File: config.mk
export PLATFORM = sky130hd
export DESIGN_NAME = rc4_prga_decrypt
export DESIGN_NICKNAME = d
export VERILOG_FILES = /design/src/rtl/rc4_prga_decrypt.sv
export SDC_FILE = /design/constraint.sdc
export NUM_CORES = 1
export LEC_CHECK = 0
export CORE_MARGIN = 2
export CORE_UTILIZATION = 55
export DETAILED_ROUTE_END_ITERATION = 10
export PLACE_DENSITY = 0.88
export SYNTH_ARGS = -nofsm -noshare
export SYNTH_HDL_FRONTEND = slang
export SYNTH_SLANG_ARGS = --single-unit
File: constraint.sdc
create_clock -name clock -period 4 [get_ports clock]
set_input_delay 0.8 -clock clock [delete_from_list [all_inputs] [get_ports clock]]
set_output_delay 0.8 -clock clock [all_outputs]
set_load 0.01 [all_outputs]
File: src/rtl/rc4_prga_decrypt.sv
// RC4 PRGA keystream generation and decrypt stage.
// Walks the PRGA over the scrambled S-box in s_RAM, keeps swapping entries,
// XORs each keystream byte with the ciphertext ROM and writes plaintext out.
// Outputs are registered from the next-state/next-data decode, so every
// memory-facing signal is valid for the whole of the state it belongs to.
module rc4_prga_decrypt #(
  parameter int unsigned MSG_LEN = 32
) (
  input  logic       clock,
  input  logic       i_reset,
  input  logic       start,
  output logic       done,
  output logic [7:0] s_address,
  output logic [7:0] s_data,
  output logic       s_wren,
  input  logic [7:0] s_q,
  output logic [7:0] rom_address,
  input  logic [7:0] rom_q,
  output logic [7:0] out_address,
  output logic [7:0] out_data,
  output logic       out_wren
);

  localparam int unsigned W = 8;
  localparam logic [W-1:0] LAST_K = W'(MSG_LEN - 1);

  typedef enum logic [4:0] {
    IDLE,
    INIT,
    INC_I,
    RD_SI_A,
    RD_SI_B,
    CALC_J,
    RD_SJ_A,
    RD_SJ_B,
    WR_SI,
    WR_SJ,
    RD_F_A,
    RD_F_B,
    RD_ROM_A,
    RD_ROM_B,
    WR_OUT,
    NEXT,
    DONE
  } state_t;

  state_t state, state_next;

  logic [W-1:0] i, j, k, si, sj, f, enc;
  logic [W-1:0] i_nxt, j_nxt, k_nxt, si_nxt, sj_nxt, f_nxt, enc_nxt;

  logic         done_nxt;
  logic [W-1:0] s_address_nxt;
  logic [W-1:0] s_data_nxt;
  logic         s_wren_nxt;
  logic [W-1:0] rom_address_nxt;
  logic [W-1:0] out_address_nxt;
  logic [W-1:0] out_data_nxt;
  logic         out_wren_nxt;

  // State register
  always_ff @(posedge clock) begin
    if (i_reset) begin
      state <= IDLE;
    end else begin
      state <= state_next;
    end
  end

  // Next-state sequencing: one byte every 14 states
  always_comb begin
    state_next = state;
    case (state)
      IDLE:     if (start) state_next = INIT;
      INIT:     state_next = INC_I;
      INC_I:    state_next = RD_SI_A;
      RD_SI_A:  state_next = RD_SI_B;
      RD_SI_B:  state_next = CALC_J;
      CALC_J:   state_next = RD_SJ_A;
      RD_SJ_A:  state_next = RD_SJ_B;
      RD_SJ_B:  state_next = WR_SI;
      WR_SI:    state_next = WR_SJ;
      WR_SJ:    state_next = RD_F_A;
      RD_F_A:   state_next = RD_F_B;
      RD_F_B:   state_next = RD_ROM_A;
      RD_ROM_A: state_next = RD_ROM_B;
      RD_ROM_B: state_next = WR_OUT;
      WR_OUT:   state_next = NEXT;
      NEXT:     state_next = (k == LAST_K) ? DONE : INC_I;
      DONE:     state_next = IDLE;
      default:  state_next = IDLE;
    endcase
  end

  // Datapath register updates; index arithmetic wraps mod 256
  always_comb begin
    i_nxt   = i;
    j_nxt   = j;
    k_nxt   = k;
    si_nxt  = si;
    sj_nxt  = sj;
    f_nxt   = f;
    enc_nxt = enc;
    case (state)
      INIT: begin
        i_nxt = '0;
        j_nxt = '0;
        k_nxt = '0;
      end
      INC_I:    i_nxt   = W'(i + 8'd1);
      RD_SI_B:  si_nxt  = s_q;
      CALC_J:   j_nxt   = W'(j + si);
      RD_SJ_B:  sj_nxt  = s_q;
      RD_F_B:   f_nxt   = s_q;
      RD_ROM_B: enc_nxt = rom_q;
      NEXT:     if (k != LAST_K) k_nxt = W'(k + 8'd1);
      default:  ;
    endcase
  end

  // Output decode for the state being entered, using the values it will see
  always_comb begin
    done_nxt        = 1'b0;
    s_address_nxt   = '0;
    s_data_nxt      = '0;
    s_wren_nxt      = 1'b0;
    rom_address_nxt = k_nxt;
    out_address_nxt = k_nxt;
    out_data_nxt    = '0;
    out_wren_nxt    = 1'b0;
    case (state_next)
      RD_SI_A, RD_SI_B: s_address_nxt = i_nxt;
      RD_SJ_A, RD_SJ_B: s_address_nxt = j_nxt;
      WR_SI: begin
        s_address_nxt = i_nxt;
        s_data_nxt    = sj_nxt;
        s_wren_nxt    = 1'b1;
      end
      WR_SJ: begin
        s_address_nxt = j_nxt;
        s_data_nxt    = si_nxt;
        s_wren_nxt    = 1'b1;
      end
      RD_F_A, RD_F_B: s_address_nxt = W'(si_nxt + sj_nxt);
      WR_OUT: begin
        out_data_nxt = f_nxt ^ enc_nxt;
        out_wren_nxt = 1'b1;
      end
      DONE:    done_nxt = 1'b1;
      default: ;
    endcase
  end

  // Datapath and output registers
  always_ff @(posedge clock) begin
    if (i_reset) begin
      i           <= '0;
      j           <= '0;
      k           <= '0;
      si          <= '0;
      sj          <= '0;
      f           <= '0;
      enc         <= '0;
      done        <= 1'b0;
      s_address   <= '0;
      s_data      <= '0;
      s_wren      <= 1'b0;
      rom_address <= '0;
      out_address <= '0;
      out_data    <= '0;
      out_wren    <= 1'b0;
    end else begin
      i           <= i_nxt;
      j           <= j_nxt;
      k           <= k_nxt;
      si          <= si_nxt;
      sj          <= sj_nxt;
      f           <= f_nxt;
      enc         <= enc_nxt;
      done        <= done_nxt;
      s_address   <= s_address_nxt;
      s_data      <= s_data_nxt;
      s_wren      <= s_wren_nxt;
      rom_address <= rom_address_nxt;
      out_address <= out_address_nxt;
      out_data    <= out_data_nxt;
      out_wren    <= out_wren_nxt;
    end
  end

endmodule

# ---- Word level (Yosys, flattened, before mapping)
# Cells that the tools add are included.
# Widths: inputs -> output; s select.
dict set report op_classes {
  add_sub_neg 4
  eq_ne 28
  mux 16
  bitwise 2
  n_reduce_logical 8
}
# op count
set ops {}
lappend ops {{$pmux 5 s16} 1}
lappend ops {{$eq 5x4->1 const B} 13}
lappend ops {{$pmux 8 s2} 4}
lappend ops {{$mux 8} 5}
lappend ops {{$eq 5x3->1 const B} 7}
lappend ops {{$pmux 8 s3} 1}
lappend ops {{$add 8x1->8 const B} 2}
lappend ops {{$add 8x8->8} 2}
lappend ops {{$eq 5x2->1 const B} 3}
lappend ops {{$mux 5} 2}
lappend ops {{$eq 8x5->1 const B} 1}
lappend ops {{$ne 8x5->1 const B} 1}
lappend ops {{$xor 8x8->8} 1}
lappend ops {{$reduce_or 2->1} 3}
lappend ops {{$reduce_or 3->1} 2}
lappend ops {{$eq 5x1->1 const B} 1}
lappend ops {{$eq 5x5->1 const B} 1}
lappend ops {{$logic_not 5->1} 1}
lappend ops {{$mux 1} 3}
lappend ops {{$ne 2x2->1 const B} 1}
lappend ops {{$reduce_and 2->1} 1}
lappend ops {{$reduce_bool 2->1} 1}
lappend ops {{$not 1->1} 1}
dict set report totals {
  regBits 88
  inputBits 19
  out_inout_bits 43
  elab_cells 72
}

# ---- Depth between registers and ports, before layout
# Gate-level depths: netlist (run 1).
dict set report depth {
  ltp_word 6
  ltp_mapped 15
  ltp_nobuf 13
}

# ---- Worst setup path after synthesis (run 1)
# No wires, ideal clock.
dict set report synth_path {
  path_type {register -> register}
  start {reg state[4]}
  end {reg s_address[6]}
  setup_ns 0.074
  t_arrival_ns 2.825
  required_ns 3.926
  setup_slack_ns 1.101
  path_stages_with_launch 15
  path_buffers 2
  synth_period_minus_slack_ns 2.899
  path_cell_list {dfxtp_1 > buf_2 > buf_1 > nor3_1 > nand2_1 > nand2_1 > ha_1 > inv_1 > fa_1 > nor2b_1 > o21ai_0 > a21oi_1 > mux2i_1 > o21ai_0 > a31oi_1}
}
dict set report synth_via {
  word_cells_on_any_way 35
  classes_between {add/sub (1); eq/ne (23); mux (7); reduce/logical (4)}
}
# element line_no
set synth_lines {}
lappend synth_lines {{start: declaration} 47} ;# state_t state, state_next;
lappend synth_lines {{start signal: assignment} 66} ;# state <= state_next;
lappend synth_lines {{$eq 5x3->1} 104} ;# case (state)
lappend synth_lines {{$mux 8} 104}
lappend synth_lines {{net sj_nxt[0]} 50} ;# logic [W-1:0] i_nxt, j_nxt, k_nxt, si_nxt, sj_nxt, f_nxt, enc_nxt;
lappend synth_lines {{$add 8x8->8} 144} ;# RD_F_A, RD_F_B: s_address_nxt = W'(si_nxt + sj_nxt);
lappend synth_lines {{$pmux 8 s3} 131} ;# case (state_next)
lappend synth_lines {{end signal: assignment} 181} ;# s_address <= s_address_nxt;
lappend synth_lines {{end: declaration} 13} ;# output logic [7:0] s_address,
# The timed path passes the listed nets, and every way through them passes these cells.
# A chain may end at the register's enable or synchronous reset.

# ---- Worst setup path in the final report (run 1)
dict set report layout_path {
  start {reg state[2]}
  end {reg s_address[6]}
}
# The elaborated chain is that of the path after synthesis.

==> results.cfg, run 1 <==
[status]
run_status = finished, final reports clean

[setup_path]
crit_fanout = 20
worstPathRequired_ns = 4.29
endpoint_kind = register
start_kind = register
critPathMaxStageDelay_ns = 0.88
critical_path_arrival_ns = 3.86
path_cells = nand3_1 > nor3_1 > buf_4 > nand2_1 > nand2_1 > ha_1 > inv_1 > fa_1 > nor2b_1 > o21ai_0 > a21oi_1 > mux2i_1 > o21ai_0 > a31oi_1
timing_worst_setup_path_type = register to register
crit_slowest_cell = dfxtp_1

[sta]
setup-tns-final_ns = 0
slew_headroom = 0.445
finalHoldViolCount = 0
finalWorstSetupSlack_ns = 0.435
setup_viol = 0
clock.fmax_ghz = 0.281
finClkSkew_ns = 0.00968
layout_min_cycle_time_ns = 3.56
rsz0062_at_grt = false
final.period_utilization = 0.891
tightestPinTransition_ns = 0.831
drv_slew = 0

[placed_design]
place_hpwl_um = 7590
gp_congestion = 0.898
numPortBuffers = 61
dp.cells = 640
postPlaceCellArea_um2 = 5050
pre_cts_ws_ns = 0.566

[logic_synthesis]
synthTopCellsByArea = dfxtp_1 40%, mux2i_1 6.1%, nor2_1 5.0%, ha_1 4.5%, nand2_1 4.2%
synthFlopType = dfxtp_1
synth_area_leader_cell = dfxtp_1
synth-seq-cells = 88
yosysSeqAreaShare = 0.397
synth_area_um2 = 4440
synth_nets = 538
yosysTopAreaCellShare = 0.397
ys_warn_count = 0
synth_edf_count = 0
synth_cell_types = 70
synthArstFlopShare = 0
syn_inst = 501
syn_avg_cell_area_um2 = 8.85

[clocking]
hold_buffers = 0
cts_buffer_depth = 2
cts.sinks = 88
ctsResizeCount = 0
cts_setup_buffers = 0
numCtsBuffers = 9
cts_root_buffer = clkbuf_8
cts_tree = yes
clock_latency_ns = 0.37
htree_levels = 3
path_clk_slew_ns = 0.10

[finish]
nFillCells = 621
fin_area_um2 = 5240
syn_to_final_growth_pct = 18.2
instances_no_fill = 656
nets = 586
drive_above_1_share = 0.0776
antenna_cells = 0

[floorplan]
die_w_um = 93.8
dieArea_um2 = 8800
start_util = 0.571
ios = 62
die_h_um = 93.8
rows = 32
core_um2 = 7770

[detailed_routing]
vias = 3892
via_per_inst = 5.93
wl_per_cell_um = 16.1
postRouteWirelength_um = 10600
drt_first_pass_iters = 5
drc = 0
ant_nets = 0
drt_iter0_drc = 270

[grt]
gr-total-overflow = 0
grt_pass1_vias = 3753
grt_pass1_wl_um = 17500
grt_start_max_net_pins = 71
grt_usage = 0.251
antenna_found_initial = 0

[power_and_ir_drop]
leakage_nw = 2.03
cellPowerDensity_nw_per_um2 = 318
peakVddDrop_uv = 229

[run]
drv_cap = 0

[hold_path]
hold_path.class = register to register
cells by family after synthesis:
group / count (synthesis) / share of synthesized area
adders and majority gates: 18 / 0.0542
and+or+nand+nor: 198 / 0.237
xor gates and xnor gates: 22 / 0.0434
AOI/OAI and AO/OA: 100 / 0.153
muxes: 29 / 0.0660
DFF: 88 / 0.397
buffers and inverters: 46 / 0.0488
final cells by class:
cell class | count | area (um2) | share of cell area
clock buffers | 9 | 124 | 0.0236
clock inverters | 7 | 72.6 | 0.0138
inverters | 19 | 71.3 | 0.0136
multi-input cells | 367 | 2460 | 0.469
flip-flops and latches | 88 | 1760 | 0.336
well taps | 102 | 128 | 0.0243
repair buffers | 64 | 628 | 0.120
layer usage:
metal / up-vias / track usage / wire length [um]
li1: 1850 / - / -
met1: 1828 / 0.319 / 4400
met2: 189 / 0.406 / 5070
met3: 25 / 0.0546 / 816
met4: 0 / 0.114 / 266
met5: - / 0 / 0
Yosys cell counts (2+ instances only):
cell type and n:
xor2_1 5, nand2_1 50, nor4bb_1 4, fa_1 2, nor2b_1 18, o21ai_1 11, a311oi_1 2, o211ai_1 5
inv_1 17, nand3_1 14, o21a_1 2, a221oi_1 2, nor4_1 8, inv_2 2, buf_4 10, mux2_2 2
a21o_1 5, clkbuf_1 10, nor3_1 11, dfxtp_1 88, xnor2_1 17, a222oi_1 2, nand2b_1 5, nand4_1 3
mux2i_1 27, nor2_1 59, a22oi_1 8, ha_1 16, a211oi_1 5, a21oi_1 26, o31ai_1 2, nor3b_2 2
buf_2 5, buf_1 2, and3_1 5, o21ai_0 14, o21bai_1 2
power breakdown:
group	leakage, nW	internal, W	switching, W	total (W)
Clock	0.0970	0.000245	0.000373	0.000619
Combinational	1.22	0.0000565	0.0000920	0.000148
Sequential	0.709	0.000882	0.0000192	0.000901
Total	2.03	0.00118	0.000485	0.00167
final timing paths:
kind,from,endpoint,slack (ns),cells past startpoint
worst max register to register,state[2],s_address[6],0.44,14
worst max-delay path,state[2],s_address[6],0.44,14
worst min register to register,sj[2],sj[2],0.47,2
worst min-delay path,sj[2],sj[2],0.47,2
cells in the final DEF, fill, tap and decap left out, types with 8 or more instances in the layout:
master	n
nand2_1	50
nor2b_1	18
nor3_1	11
a21oi_1	26
xnor2_1	17
a22oi_1	8
dfxtp_1	88
clkbuf_8	9
nor4_1	8
o21ai_0	14
ha_1	16
nor2_1	59
nand3_1	14
clkdlybuf4s50_1	60
inv_1	17
mux2i_1	27
o21ai_1	11
flip-flops by register name (all words and copies together) (netlist names):
register and flops:
sj 8, s_data 8, out_data 8, s_address 8, si 8, done 1
enc 8, i 8, out_wren 1, f 8, j 8, k 8
s_wren 1, state 5
critical path, delay by kind of cell, from the launching register on:
kind	cells	cell delay (ns)
and+or+nand+nor	5	0.95
DFF	1	0.88
buffers and inverters	2	0.29
adders and majority gates	2	0.55
muxes	1	0.19
AOI/OAI and AO/OA	4	0.63
stage by stage:
| stage | total power (W) | hold WS, ns | util |
|---|---|---|---|
| 2_1_floorplan | 0.00102 | 0.444 | - |
| 3_3_place_gp | 0.00106 | 0.457 | 0.650 |
| 3_5_place_dp | 0.00107 | 0.459 | 0.650 |
| 4_1_cts | 0.00167 | 0.472 | 0.675 |
| 5_1_grt | 0.00171 | 0.494 | 0.675 |
| 6_report | 0.00167 | 0.472 | 0.675 |
No activity file was read; power rests on OpenSTA's default activity.
==> inputs of run 2 (changes only) <==
- CORE_UTILIZATION: 55 -> 30
- PLACE_DENSITY: 0.88 -> 0.57
==> results.cfg, run 2 (same netlist as run 1, synthesis figures left out) <==
[detailed_routing]
ant_nets = 0
drc = 0
wl_per_cell_um = 14.6
postRouteWirelength_um = 10800
drt_first_pass_iters = 4
via_per_inst = 5.06
vias = 3747
drt_iter0_drc = 194

[floorplan]
die_h_um = 126
ios = 62
core_um2 = 14500
die_w_um = 126
rows = 44
dieArea_um2 = 15800
start_util = 0.306

[power_and_ir_drop]
pwr-share-clk = 0.440
peakVddDrop_uv = 207
p_total_w = 0.00187
switching_share = 0.260
p_comb_frac = 0.079
p_sw_w = 0.000488
p_seq_frac = 0.481
leakage_nw = 2.09
internal-power_w = 0.00139
cellPowerDensity_nw_per_um2 = 344

[setup_path]
critPathMaxStageDelay_ns = 0.87
cpMostUsedCell = a21oi_1
cp-startpoint = state[2]
crit_fanout = 20
endpoint_kind = register
crit_slowest_cell = dfxtp_1
worstPathRequired_ns = 4.27
start_kind = register
critical_path_arrival_ns = 3.78
r2r-start = state[2]
path_cells = nor3b_2 > nand2_2 > mux2i_1 > inv_1 > ha_1 > a21o_1 > a21oi_1 > o21ai_0 > xnor2_1 > a22oi_1 > a21oi_1
timing_worst_setup_path_type = register to register

[finish]
utilization = 0.377
final_common_cell = dfxtp_1
syn_to_final_growth_pct = 23.0
nets = 588
drive_above_1_share = 0.0809
antenna_cells = 0
final_cell_mix = 88 x dfxtp_1, 60 x clkdlybuf4s50_1, 59 x nor2_1

[grt]
gr-total-overflow = 0
grt_pass1_vias = 3484
grt_pass1_wl_um = 17500
grt_start_max_net_pins = 42
antenna_found_initial = 0
grt_usage = 0.136

[sta]
finalWorstSetupSlack_ns = 0.494
rsz0062_at_grt = false
layout_min_cycle_time_ns = 3.51
fin_hold_ws_ns = 0.469
final.period_utilization = 0.876
finalHoldViolCount = 0
drv_slew = 0
clock.fmax_ghz = 0.285
finClkSkew_ns = 0.0120
setup-tns-final_ns = 0
tightestPinTransition_ns = 0.859
slew_headroom = 0.428
setup_viol = 0

[placed_design]
place_hpwl_um = 8060
pre_cts_ws_ns = 0.524
gp_congestion = 0.815
numPortBuffers = 61

[clocking]
cts_setup_buffers = 0
path_clk_slew_ns = 0.07
cts_root_buffer = clkbuf_16
numCtsBuffers = 9
htree_levels = 3
ctsResizeCount = 0
cts.sinks = 88
cts_tree = yes
clock_latency_ns = 0.35
hold_buffers = 0
cts_buffer_depth = 2

[hold_path]
hold_path.class = register to register
worst_hold_startpoint = sj[3]

[run]
drv_cap = 0

[status]
run_status = finished, final reports clean
==> run 2: final timing paths <==
check	slack, ns	end	cells past startpoint
setup / recovery	0.49	s_address[7]	11
hold / removal	0.47	sj[3]	2
setup reg to reg	0.49	s_address[7]	11
hold reg to reg	0.47	sj[3]	2
==> run 2: through the flow <==
| step | cells | cell area (um2) |
|---|---|---|
| floorplan | 501 | 4440 |
| detailed placement | 724 | 5160 |
| global route | 740 | 5450 |
| CTS | 740 | 5450 |
| global placement | 724 | 5160 |
| finish | 740 | 5450 |
==> run 2: power by group through the flow <==
stage	Combinational, W	Sequential, W	Clock, W
after floorplan	0.000112	0.000908	0
after global placement	0.000146	0.000921	0
after detailed placement	0.000148	0.000921	0
after CTS	0.000148	0.000901	0.000844
after global routing	0.000163	0.000903	0.000873
final	0.000148	0.000901	0.000826
==> run 2: area by class of cell <==
class,instances,area [um2]
Clock inverter,6,51.3
Fill cell,1455,9020
Tap cell,184,230
Sequential cell,88,1760
Clock buffer,10,239
Timing Repair Buffer,66,643
Multi-Input combinational cell,367,2460
Inverter,19,71.3
==> run 2: per-layer routing <==
metal	part of all wire	track usage	wire, um	up-vias
met5	0	0	0	-
met4	0.012	0.0392	125	0
met3	0.039	0.0342	422	10
met2	0.46	0.215	4970	82
met1	0.49	0.185	5280	1793
li1	-	-	-	1862
==> run 2: critical path: cells and delay by family (launching register included) <==
| family | cells | cell delay [ns] |
|---|---|---|
| xor gates and xnor gates | 1 | 0.21 |
| adders and majority gates | 1 | 0.30 |
| muxes | 1 | 0.40 |
| buffers and inverters | 1 | 0.09 |
| AOI/OAI and AO/OA | 5 | 0.86 |
| and+or+nand+nor | 2 | 0.70 |
| DFF | 1 | 0.87 |
==> edit 1: new RTL, flow settings as in run 1 <==
`MSG_LEN`: 32 -> 24.
--- a/src/rtl/rc4_prga_decrypt.sv
+++ b/src/rtl/rc4_prga_decrypt.sv
@@ -6,3 +6,3 @@
 module rc4_prga_decrypt #(
-  parameter int unsigned MSG_LEN = 32
+  parameter int unsigned MSG_LEN = 24
 ) (
Check against the original RTL: no difference found for any inputs over 10 cycles, from zero or initial values and one cycle with i_reset high; that may be too few to reach the edited logic, so the function may still have changed.
==> edit 1 against run 1 <==
Maximum frequency is 2.8% lower. Synthesized cell count decreased by 5.0%. Design area fell by 5.0%. Wire length decreased by 10%. Area after synthesis down 6.5%. Setup slack got worse by 0.10 ns. Combinational power is 6% lower. Sequential cell count unchanged. Power up 1.6%. First-iteration DRC count decreased by 5.6%. Critical endpoint is now s_address[7]$_SDFF_PP0_.
==> edit 1: results (changes against run 1) <==
- The net count after synthesis is 513 (-4.6%).
- The run finished with clean final reports.
- The detailed-routed wire length on met3 was 546 microns (-33%).
- The final period utilization came to 91.7% (+2.6 points).
- The first-iteration detailed-routing DRC count is 255 (-5.6%).
- The cell count after placement is 613 (-4.2%).
- The end of the worst hold path is sj[5]$_SDFF_PP0_.
- The count of cell types in the netlist is 54 (-23%).
- The instance area after placement came to 0.00476 sq mm (-5.6%).
- The global-route usage over all layers is 23.4% (-1.6 points).
- The path depth of the worst reg2reg path came to 12 (-2).
- The busiest layer in global routing is met2.
- The final wirelength came to 9450 microns (-10%).
- The slew at the pin closest to its max-slew limit is 1.18 ns (+0.347 ns).
- The weighted congestion at the end of routability-driven global placement was 0.982 (+9.4%).
- The first-pass GRT wire length was 15,700 microns (-11%).
- The mean area per synthesized cell came to 8.71 sq um (-1.6%).
- The half-perimeter wire length after detailed placement came to 6800 microns (-10%).
- The final worst hold slack was 0.481 ns (+0.00866 ns).
- The ratio of routed vias to standard cells was 5.65 (-4.8%).
- The setup skew after layout was 0.00744 ns (-0.00224 ns).
- The filler-free cell count of the finished design is 629 (-4.1%).
- The endpoint arrival time on the critical path came to 3.96 ns (+0.10 ns).
- The longest individual stage delay on the worst path is 0.81 ns (-0.07 ns).
- The reported leakage power is 2.02 nW (-0.57%).
- The post-placement worst setup slack is 0.473 ns (-0.0933 ns).
- The met2 wirelength from detailed routing is 4640 microns (-8.4%).
- The reg2reg setup slack is 0.33 ns (-0.10 ns).
- The number of global-route vias before repair is 3,430 (-8.6%).
- The sequential element share of the synthesized area is 42.5% (+2.8 points).
- The met3 global-route usage is 4.26% (-1.2 points).
- The worst register-to-register path ends at s_address[7]$_SDFF_PP0_.
- The fraction of layout instances using a drive strength above 1 is 7.17% (-0.59 points).
- The global routing usage on met2 is 38.9% (-1.7 points).
- The number of fillers in the final layout is 598 (-3.7%).
- By count the netlist is led by 88 x sky130_fd_sc_hd__dfxtp_1, 64 x sky130_fd_sc_hd__nand2_1, 59 x sky130_fd_sc_hd__nor2_1.
- The highest ir drop seen on vdd is 0.198 mV (-14%).
- The startpoint of the tightest hold check path is sj[5]$_SDFF_PP0_.
- The pin count of the biggest net entering global routing is 38 (-46%).
- The global routing met1 resource utilization was 28.3% (-3.6 points).
-- edit 1: changes by cell type in the layout (fill, tap and decap cells not counted), sizes merged, moves of 6 or more --
cell,delta
inv,-10
a22oi,-6
mux2i,-10
o21ai,-7
nor3,-7
nand3,-8
nor2b,-16
nand2,+13
and2,+13
a21oi,+12
-- edit 1: final cells by class --
| type | instances | area (sq um) | area share, % |
|---|---|---|---|
| Tap cell | 99 | 124 | 2.49 |
| Inverter | 11 | 41.3 | 0.829 |
| Clock buffer | 10 | 138 | 2.76 |
| Timing Repair Buffer | 67 | 651 | 13.1 |
| Multi-Input combinational cell | 348 | 2190 | 43.9 |
| Sequential cell | 88 | 1760 | 35.4 |
| Clock inverter | 6 | 76.3 | 1.53 |
-- edit 1: kinds of logic after synthesis --
kind of cell    share of synthesized area (%)
compound gates                           13.2
xor+xnor                                 5.92
fa+ha+maj                                5.80
buf+inv                                  4.74
flops                                    42.5
mux                                      6.01
simple gates                             21.9
-- edit 1: worst max-delay path by stage --
stage                         from                 endpoint  depth (start not counted)
6_report       state[2]$_SDFF_PP0_  s_address[7]$_SDFF_PP0_                         12
5_1_grt        state[2]$_SDFF_PP0_  s_address[7]$_SDFF_PP0_                         12
4_1_cts        state[2]$_SDFF_PP0_  s_address[7]$_SDFF_PP0_                         12
3_5_place_dp   state[4]$_SDFF_PP0_  s_address[5]$_SDFF_PP0_                         11
3_3_place_gp   state[3]$_SDFF_PP0_  s_address[7]$_SDFF_PP0_                         12
2_1_floorplan  state[4]$_SDFF_PP0_  s_address[7]$_SDFF_PP0_                         14
-- edit 1: power by group --
group	internal, mW	switching, mW	total, mW	leakage, nW
Clock	0.316	0.340	0.655	0.109
Combinational	0.0555	0.0833	0.139	1.20
Sequential	0.884	0.0164	0.900	0.709
Total	1.26	0.439	1.69	2.02
==> edit 2: new RTL, config.mk and constraints of run 1 <==
Without the edit above. Reset style: asynchronous (`i_reset`), changed in 2 clocked blocks.
--- a/src/rtl/rc4_prga_decrypt.sv
+++ b/src/rtl/rc4_prga_decrypt.sv
@@ -61,3 +61,3 @@
   // State register
-  always_ff @(posedge clock) begin
+  always_ff @(posedge clock or posedge i_reset) begin
     if (i_reset) begin
@@ -154,3 +154,3 @@
   // Datapath and output registers
-  always_ff @(posedge clock) begin
+  always_ff @(posedge clock or posedge i_reset) begin
     if (i_reset) begin
Behaviour: differs if i_reset is asserted again (counterexample within 4 cycles, from zero or initial values and one cycle with i_reset high); with i_reset held inactive, the same outputs for 10 cycles.
==> edit 2 against run 1 <==
Die area decreased by 9.2%. Worst hold slack better by 0.030 ns. Area after synthesis decreased by 9.6%. Sequential cell count down 8. Design area shrank 8.3%. Global-route usage shrank 0.92 points. Critical endpoint is now s_address[7]$_DFF_PP0_. Synthesized cell count is 21% lower. Wire length fell by 15%. Setup slack improved by 0.15 ns. First-iteration DRC count is 16% lower.
Power is not compared: it rests on default switching activity, and its combinational part moved more than twofold at a synthesized area within 25%.
==> edit 2: results (changes against run 1) <==
- The detailed-routed wire length on met3 was 458 microns (-44%).
- The clock-pin transition on the worst setup and hold timing paths is 0.08 ns (-0.02 ns).
- The path depth of the worst reg2reg path came to 11 (-3).
- In this run the critical register-to-register path is launched from state[2]$_DFF_PP0_.
- The fraction of layout instances using a drive strength above 1 is 8.65% (+0.89 points).
- The post-placement worst setup slack is 0.750 ns (+0.184 ns).
- The slowest cell on the critical path is sky130_fd_sc_hd__dfrtp_1.
- The global-route usage over all layers was 24.1% (-0.92 points).
- The net count after synthesis is 431 (-20%).
- The count of cell types in the netlist is 51 (-27%).
- The met2 wirelength from detailed routing is 4390 microns (-13%).
- The instance area after placement was 0.00462 sq mm (-8.5%).
- The slack of the critical path was 0.583 ns (+0.148 ns).
- The share of flip-flops with an asynchronous set or reset after synthesis is 100% (+100 points).
- The first-iteration detailed-routing DRC count was 227 (-16%).
- The flow ran to the end, and the final reports show no timing, DRC or antenna violations.
- The endpoint arrival time on the critical path is 3.65 ns (-0.21 ns).
- The global routing met1 resource utilization was 30.2% (-1.7 points).
- The number of global-route vias before repair is 3,083 (-18%).
- The global routing usage on met2 is 39.5% (-1.1 points).
- In this run the worst setup path terminates at s_address[7]$_DFF_PP0_.
- Sorting the synthesized cells by area gives the leading types as sky130_fd_sc_hd__dfrtp_1 50%, sky130_fd_sc_hd__nand2_1 5.7%, sky130_fd_sc_hd__ha_1 5.0%.
- The wire length per cell is 16.2 microns (+0.99%).
- The number of nets in the finished design is 483 (-18%).
- The weighted congestion at the end of routability-driven global placement is 0.957 (+6.6%).
- The final worst hold slack was 0.502 ns (+0.0300 ns).
- The sequential element share of the synthesized area is 49.9% (+10 points).
- The maximum net fanout on the critical path is 14 (-30%).
- The half-perimeter wire length after detailed placement is 6480 microns (-15%).
- The setup skew after layout was 0.00791 ns (-0.00178 ns).
- The longest individual stage delay on the worst path is 0.60 ns (-0.28 ns).
[edit 2: changes by cell type in the layout (fill, tap and decap cells not counted), moves of 12 or more]
cell,before,now
sky130_fd_sc_hd__dfrtp_1,0,80
sky130_fd_sc_hd__dfxtp_1,88,0
sky130_fd_sc_hd__mux2_2,2,14
sky130_fd_sc_hd__mux2i_1,27,1
sky130_fd_sc_hd__nor2_1,59,32
sky130_fd_sc_hd__nor2b_1,18,2
[edit 2: how the worst min path moves through the flow]
stage	end	cells past startpoint	startpoint
after CTS	sj[5]$_DFF_PP0_	2	sj[5]$_DFF_PP0_
after floorplan	sj[0]$_DFF_PP0_	2	sj[0]$_DFF_PP0_
after global routing	sj[5]$_DFF_PP0_	2	sj[5]$_DFF_PP0_
after detailed placement	sj[5]$_DFF_PP0_	2	sj[5]$_DFF_PP0_
after global placement	sj[6]$_DFF_PP0_	2	sj[6]$_DFF_PP0_
final	sj[4]$_DFF_PP0_	2	sj[4]$_DFF_PP0_
[edit 2: area by class of cell]
type                       count  area [sq um]
multi-input combinational    279          1810
fill                         543          2330
tap                           99           124
clock buffer                  11           131
sequential                    80          2000
clock inverter                 5          57.6
timing repair buffer          64           633
inverter                      12          46.3
[edit 2: logic make-up (layout without fill, tap and decap cells)]
family          count (synthesis)  after routing  share of synthesized area, %
flops                          80             80                          49.9
fa+ha+maj                      18             18                          5.99
xor+xnor                       21             21                          4.59
buf+inv                        35             92                          4.87
compound gates                 67             67                          11.3
simple gates                  158            158                          19.2
mux                            15             15                          4.18
[edit 2: per-stage QoR]
stage / std cells / utilization (%)
final: 550 / 67.3
after global routing: 550 / 67.3
after CTS: 550 / 67.3
after detailed placement: 534 / 64.7
after global placement: 534 / 64.7
after floorplan: 394 / -
